File: src/rtl/wb_arbiter.sv
// Registered multi-source writeback stage: per-source in-order buffers drained
// one result per cycle by a round-robin arbiter into a flopped RF write port.
module wb_arbiter #(
    parameter int unsigned NUM_SRC        = 3,
    parameter int unsigned REG_WIDTH      = 32,
    parameter int unsigned REG_ADDR_WIDTH = 5,
    parameter int unsigned BUF_DEPTH      = 2
) (
    input  logic                                clk,
    input  logic                                rst_n,
    input  logic [NUM_SRC-1:0]                  src_vld,
    output logic [NUM_SRC-1:0]                  src_rdy,
    input  logic [NUM_SRC-1:0]                  src_rd_we,
    input  logic [NUM_SRC*REG_ADDR_WIDTH-1:0]   src_rd_addr,
    input  logic [NUM_SRC*REG_WIDTH-1:0]        src_rd,
    output logic                                rf_rd_we,
    output logic [REG_ADDR_WIDTH-1:0]           rf_rd_addr,
    output logic [REG_WIDTH-1:0]                rf_rd,
    output logic                                wb_idle
);

    localparam int unsigned PtrW = (BUF_DEPTH > 1) ? $clog2(BUF_DEPTH) : 1;
    localparam int unsigned CntW = $clog2(BUF_DEPTH + 1);
    localparam int unsigned SrcW = (NUM_SRC > 1) ? $clog2(NUM_SRC) : 1;

    logic [REG_ADDR_WIDTH-1:0] buf_addr_q [NUM_SRC][BUF_DEPTH];
    logic [REG_WIDTH-1:0]      buf_data_q [NUM_SRC][BUF_DEPTH];
    logic [PtrW-1:0]           wr_ptr_q [NUM_SRC];
    logic [PtrW-1:0]           wr_ptr_d [NUM_SRC];
    logic [PtrW-1:0]           rd_ptr_q [NUM_SRC];
    logic [PtrW-1:0]           rd_ptr_d [NUM_SRC];
    logic [CntW-1:0]           cnt_q    [NUM_SRC];
    logic [CntW-1:0]           cnt_d    [NUM_SRC];
    logic [SrcW-1:0]           rr_q, rr_d;

    logic [NUM_SRC-1:0]        push, pop, full, empty;
    logic                      gnt_vld;
    logic [SrcW-1:0]           gnt_idx;
    logic [REG_ADDR_WIDTH-1:0] head_addr;
    logic [REG_WIDTH-1:0]      head_data;

    logic                      rf_we_q, rf_we_d;
    logic [REG_ADDR_WIDTH-1:0] rf_addr_q, rf_addr_d;
    logic [REG_WIDTH-1:0]      rf_data_q, rf_data_d;

    function automatic logic [PtrW-1:0] ptr_inc(input logic [PtrW-1:0] p);
        return (p == PtrW'(BUF_DEPTH - 1)) ? '0 : p + PtrW'(1);
    endfunction

    // Ready depends only on registered occupancy; filtered transfers still handshake.
    always_comb begin
        for (int unsigned i = 0; i < NUM_SRC; i++) begin
            full[i]  = (cnt_q[i] == CntW'(BUF_DEPTH));
            empty[i] = (cnt_q[i] == '0);
            push[i]  = src_vld[i] & ~full[i] & src_rd_we[i] &
                       (src_rd_addr[i*REG_ADDR_WIDTH +: REG_ADDR_WIDTH] != '0);
        end
    end

    assign src_rdy = ~full;

    always_comb begin
        int unsigned idx;
        idx     = 0;
        gnt_vld = 1'b0;
        gnt_idx = rr_q;
        for (int unsigned k = 0; k < NUM_SRC; k++) begin
            idx = (32'(rr_q) + k) % NUM_SRC;
            if (!gnt_vld && !empty[idx]) begin
                gnt_vld = 1'b1;
                gnt_idx = SrcW'(idx);
            end
        end
        pop       = gnt_vld ? (NUM_SRC'(1) << gnt_idx) : '0;
        head_addr = buf_addr_q[gnt_idx][rd_ptr_q[gnt_idx]];
        head_data = buf_data_q[gnt_idx][rd_ptr_q[gnt_idx]];
        rr_d      = rr_q;
        if (gnt_vld) begin
            rr_d = (gnt_idx == SrcW'(NUM_SRC - 1)) ? '0 : gnt_idx + SrcW'(1);
        end
    end

    always_comb begin
        for (int unsigned i = 0; i < NUM_SRC; i++) begin
            wr_ptr_d[i] = push[i] ? ptr_inc(wr_ptr_q[i]) : wr_ptr_q[i];
            rd_ptr_d[i] = pop[i]  ? ptr_inc(rd_ptr_q[i]) : rd_ptr_q[i];
            cnt_d[i]    = cnt_q[i];
            if (push[i] && !pop[i]) begin
                cnt_d[i] = cnt_q[i] + CntW'(1);
            end else if (!push[i] && pop[i]) begin
                cnt_d[i] = cnt_q[i] - CntW'(1);
            end
        end
    end

    // Datapath is gated to zero on idle cycles.
    always_comb begin
        rf_we_d   = gnt_vld;
        rf_addr_d = gnt_vld ? head_addr : '0;
        rf_data_d = gnt_vld ? head_data : '0;
    end

    always_ff @(posedge clk or negedge rst_n) begin
        if (!rst_n) begin
            for (int unsigned i = 0; i < NUM_SRC; i++) begin
                wr_ptr_q[i] <= '0;
                rd_ptr_q[i] <= '0;
                cnt_q[i]    <= '0;
            end
            rr_q      <= '0;
            rf_we_q   <= 1'b0;
            rf_addr_q <= '0;
            rf_data_q <= '0;
        end else begin
            for (int unsigned i = 0; i < NUM_SRC; i++) begin
                wr_ptr_q[i] <= wr_ptr_d[i];
                rd_ptr_q[i] <= rd_ptr_d[i];
                cnt_q[i]    <= cnt_d[i];
            end
            rr_q      <= rr_d;
            rf_we_q   <= rf_we_d;
            rf_addr_q <= rf_addr_d;
            rf_data_q <= rf_data_d;
        end
    end

    always_ff @(posedge clk) begin
        for (int unsigned i = 0; i < NUM_SRC; i++) begin
            if (push[i]) begin
                buf_addr_q[i][wr_ptr_q[i]] <= src_rd_addr[i*REG_ADDR_WIDTH +: REG_ADDR_WIDTH];
                buf_data_q[i][wr_ptr_q[i]] <= src_rd[i*REG_WIDTH +: REG_WIDTH];
            end
        end
    end

    assign rf_rd_we   = rf_we_q;
    assign rf_rd_addr = rf_addr_q;
    assign rf_rd      = rf_data_q;
    assign wb_idle    = ~rf_we_q & (&empty);

endmodule
File: config.mk
export PLATFORM = sky130hd
export DESIGN_NAME = wb_arbiter
export DESIGN_NICKNAME = d
export VERILOG_FILES = /design/src/rtl/wb_arbiter.sv
export SDC_FILE = /design/constraint.sdc
export NUM_CORES = 1
export LEC_CHECK = 0
export BUFFER_PORTS_ARGS = -buffer_cell sky130_fd_sc_hd__clkbuf_2
export CAP_MARGIN = 20
export CORE_MARGIN = 2
export CORE_UTILIZATION = 45
export CTS_CLUSTER_DIAMETER = 100
export CTS_CLUSTER_SIZE = 12
export DETAILED_ROUTE_END_ITERATION = 10
export PLACE_DENSITY_LB_ADDON = 0.3
export RECOVER_POWER = 100
export SETUP_SLACK_MARGIN = 0.2
export SYNTH_ARGS = -nofsm -noshare
export SYNTH_HDL_FRONTEND = slang
export SYNTH_SLANG_ARGS = --single-unit
export TNS_END_PERCENT = 50
File: constraint.sdc
create_clock -name clk -period 4.25 [get_ports clk]
set_input_delay 0 -clock clk [delete_from_list [all_inputs] [get_ports clk]]
set_output_delay 0 -clock clk [all_outputs]
set_load 0.1 [all_outputs]
==> results_dict.tcl <==
set metrics [dict create \
    clock_skew_ns 0.02905 \
    grt_pass1_wl_mm 45.28 \
    ys.flop_type "edfxtp_1" \
    worstSetupStartpoint "cnt_q[4]" \
    cp_max_fo 14 \
    critical_path.endpoint_type "flop" \
    cts-root-buf "clkbuf_16" \
    die_width_um 166 \
    hold_path_class "input port to flop" \
    max_slew_margin -1.163 \
    worstPathArrival_ns 4.13 \
    worstMarginPinSlew_ns 3.244 \
    cts_setup_buffers 0 \
    clkSinkCount 274 \
    path_clk_slew_ns 0.06 \
    endpoint "buf_data_q[0][40]" \
    vias_per_cell 5.493 \
    coreArea_sq_mm 0.02591 \
    violations "max-capacitance violations, max-slew violations" \
    gp_congestion 0.8415 \
    die-area_sq_mm 0.02756 \
    die_y_um 166 \
    r2r_slack_ns 0.32 \
    critPathKind "flop to flop" \
    synth_cell_types 49 \
    first_pass_iters 5 \
    synth_warnings 0 \
    synthXorXnorAreaFrac 0.01112 \
    htreeDepth 1 \
    drt_iter0_markers 681 \
    synth-edff-count 222 \
    max_stage_delay_ns 1.41 \
    wire_per_inst_um 20.56 \
    grt_max_degree 54 \
    reg2reg_from "cnt_q[4]" \
    dr_total_vias 8025 \
    hpwl_mm 18.00 \
    setup_viol 0 \
    rr_worst_depth 6 \
    ant_nets 0 \
    antennaDiodeCount 0 \
    syn_avg_cell_area_sq_um 13.86 \
    drc 0 \
    r2r_end "buf_data_q[0][40]" \
    start_kind "flop" \
    synth-simple-area-share 0.07776 \
    routed_wirelength_mm 30.04 \
    synthCells 852 \
    fmax_ghz 0.2547 \
    synthMuxAreaShare 0 \
    grt_pass1_vias 8193 \
    final.period_utilization 0.9237 \
    portBuffers 160 \
    hold_viol 0 \
    worstSkewPairLatency_ns 0.55 \
    syn_area_sq_mm 0.01181 \
    synth_compound_area_frac 0.1715 \
    rsz0062_at_grt "no" \
    layout.nets 1232 \
    grt_antenna_before_repair 0 \
    yosysSeqAreaShare 0.6746 \
    fin_tns_setup_ns 0 \
    ios 161 \
    required_ns 4.45 \
    fin_cells 1461 \
    synth_top_family_by_area "compound AO/OA/AOI/OAI gates" \
    fin_crit_ns 3.926 \
    layout-drive-gt1-share 0.1128 \
    placementRows 59 \
    path_cells "nand2b_1 > nand3_1 > dlygate4sd3_1 > a21oi_1 > nor2b_1 > clkbuf_2" \
    cts_buffer_depth 3 \
    grt_remaining_overflow 0 \
    placed_cells 1291 \
    cp_slowest_cell "nor2b_1" \
    maxCapViolCount 2 \
    area_growth_syn_to_layout_pct 23.78 \
    drv_slew 68 \
    start_util 0.4558 \
    track_usage 0.2110 \
    ys_async_sr_fraction 0.1898 \
    status "complete, but fails checks" \
    synth_fp_nets 977 \
    synth_fa_ha_area_frac 0.006357 \
    yosys_register_bits 274 \
    cts_buffers 26 \
    cts_tree "done" \
]
[worst max-delay path, delay by kind of cell (launching register included)]
family / cells / cell delay [ns]
and+or+nand+nor: 3 / 1.69
DFF: 1 / 0.50
AOI/OAI and AO/OA: 1 / 0.32
buffers and inverters: 2 / 1.06
[area by class of cell]
type	instances	area (sq um)
fillers	2168	11290
inverters	78	292.8
well taps	335	419.2
flip-flops and latches	274	7968
repair buffers	299	1984
clock inverters	1	16.27
multi-input cells	428	3203
clock buffers	46	735.7
[worst min-delay path by stage]
| stage | cells after the start | startpoint | slack, ns | to |
|---|---|---|---|---|
| 3_3_place_gp | 1 | rst_n | 0.11 | rf_rd[27] |
| 4_1_cts | 2 | rst_n | 0.11 | rf_rd[24] |
| 2_1_floorplan | 0 | rst_n | -0.30 | cnt_q[0] |
| 5_1_grt | 2 | src_rd[81] | 0.18 | buf_data_q[2][49] |
| 6_report | 2 | src_rd[74] | 0.18 | buf_data_q[2][42] |
| 3_5_place_dp | 1 | rst_n | 0.13 | rf_rd[24] |
[sequential cells by signal (all words and copies together) (netlist names)]
name,flops
rf_rd_we,1
rf_rd,32
rr_q,2
wr_ptr_q,3
rf_rd_addr,5
cnt_q,6
rd_ptr_q,3
buf_addr_q,30
buf_data_q,192
[stage by stage]
stage	hold slack [ns]	worst slack [ns]	utilization	area, sq um
2_1_floorplan	-0.2956	0.2757	-	11810
3_3_place_gp	0.1117	0.5304	0.4960	12850
4_1_cts	0.1071	0.3152	0.5706	14790
3_5_place_dp	0.1257	0.3996	0.4960	12850
6_report	0.1771	0.3243	0.5642	14620
5_1_grt	0.1774	0.1415	0.5642	14620
[logic make-up (layout without fill, tap and decap cells)]
group / Yosys count / count (layout)
buf+inv: 152 / 424
flops: 274 / 274
fa+ha+maj: 6 / 6
xor+xnor: 15 / 15
compound gates: 253 / 255
simple gates: 152 / 152
[placed cells by master (no fill, tap or decap), types with 2 or more instances in the layout]
master         instances
nand4_1               36
nor2b_1                2
inv_1                 78
a21oi_2                9
o211ai_2              30
nor2_1                10
and2_0                 3
buf_6                  2
clkbuf_16             26
dlygate4sd3_1        118
nand2_1                2
dfrtp_1               52
buf_12                 2
o21ai_0                2
or3_1                  2
xnor2_1                6
clkbuf_2              31
nor3_1                 5
a21oi_1               35
edfxtp_1             222
buf_4                  9
a21oi_4                2
xor2_1                 9
nand2b_1              75
ha_1                   6
clkbuf_1             155
nand3_1                7
o211a_4                2
a21o_1                 2
o211ai_1             157
o31a_1                 2
[routing by layer]
layer | up-vias | share of wire | GRT usage
met5 | - | 0 | 0
met4 | 0 | 0.027 | 0.06011
met3 | 56 | 0.053 | 0.03146
met2 | 268 | 0.50 | 0.3693
met1 | 3954 | 0.42 | 0.2748
li1 | 3747 | - | -
[synthesized netlist by cell type, types with 3 or more instances]
| master | number | area, sq um |
|---|---|---|
| nor3_1 | 5 | 25.02 |
| and2_1 | 4 | 25.02 |
| nor2_1 | 11 | 41.29 |
| o211ai_1 | 156 | 1171 |
| clkbuf_1 | 42 | 157.7 |
| xnor2_1 | 6 | 52.55 |
| a21o_1 | 4 | 30.03 |
| dfrtp_1 | 52 | 1301 |
| ha_1 | 6 | 75.07 |
| inv_1 | 78 | 292.8 |
| nand2b_1 | 75 | 469.2 |
| buf_4 | 10 | 75.07 |
| edfxtp_1 | 222 | 6666 |
| nor2b_1 | 3 | 18.77 |
| nand3_1 | 7 | 35.03 |
| a21oi_2 | 10 | 87.58 |
| buf_6 | 6 | 67.56 |
| o211ai_2 | 30 | 375.4 |
| xor2_1 | 9 | 78.83 |
| a21oi_1 | 34 | 170.2 |
| nand4_1 | 36 | 225.2 |
| buf_2 | 13 | 65.06 |
[timing repair]
| item | 4_1_cts | 5_1_grt |
|---|---|---|
| gates resized for setup | 0 | 3 |
| endpoints found under the setup margin | 0 | 35 |
| endpoints found under the hold margin | 277 | 0 |
| hold buffers | 118 | 0 |
Power is not shown: default switching activity piles up to over one toggle a cycle in this logic, so the estimate is an artifact.
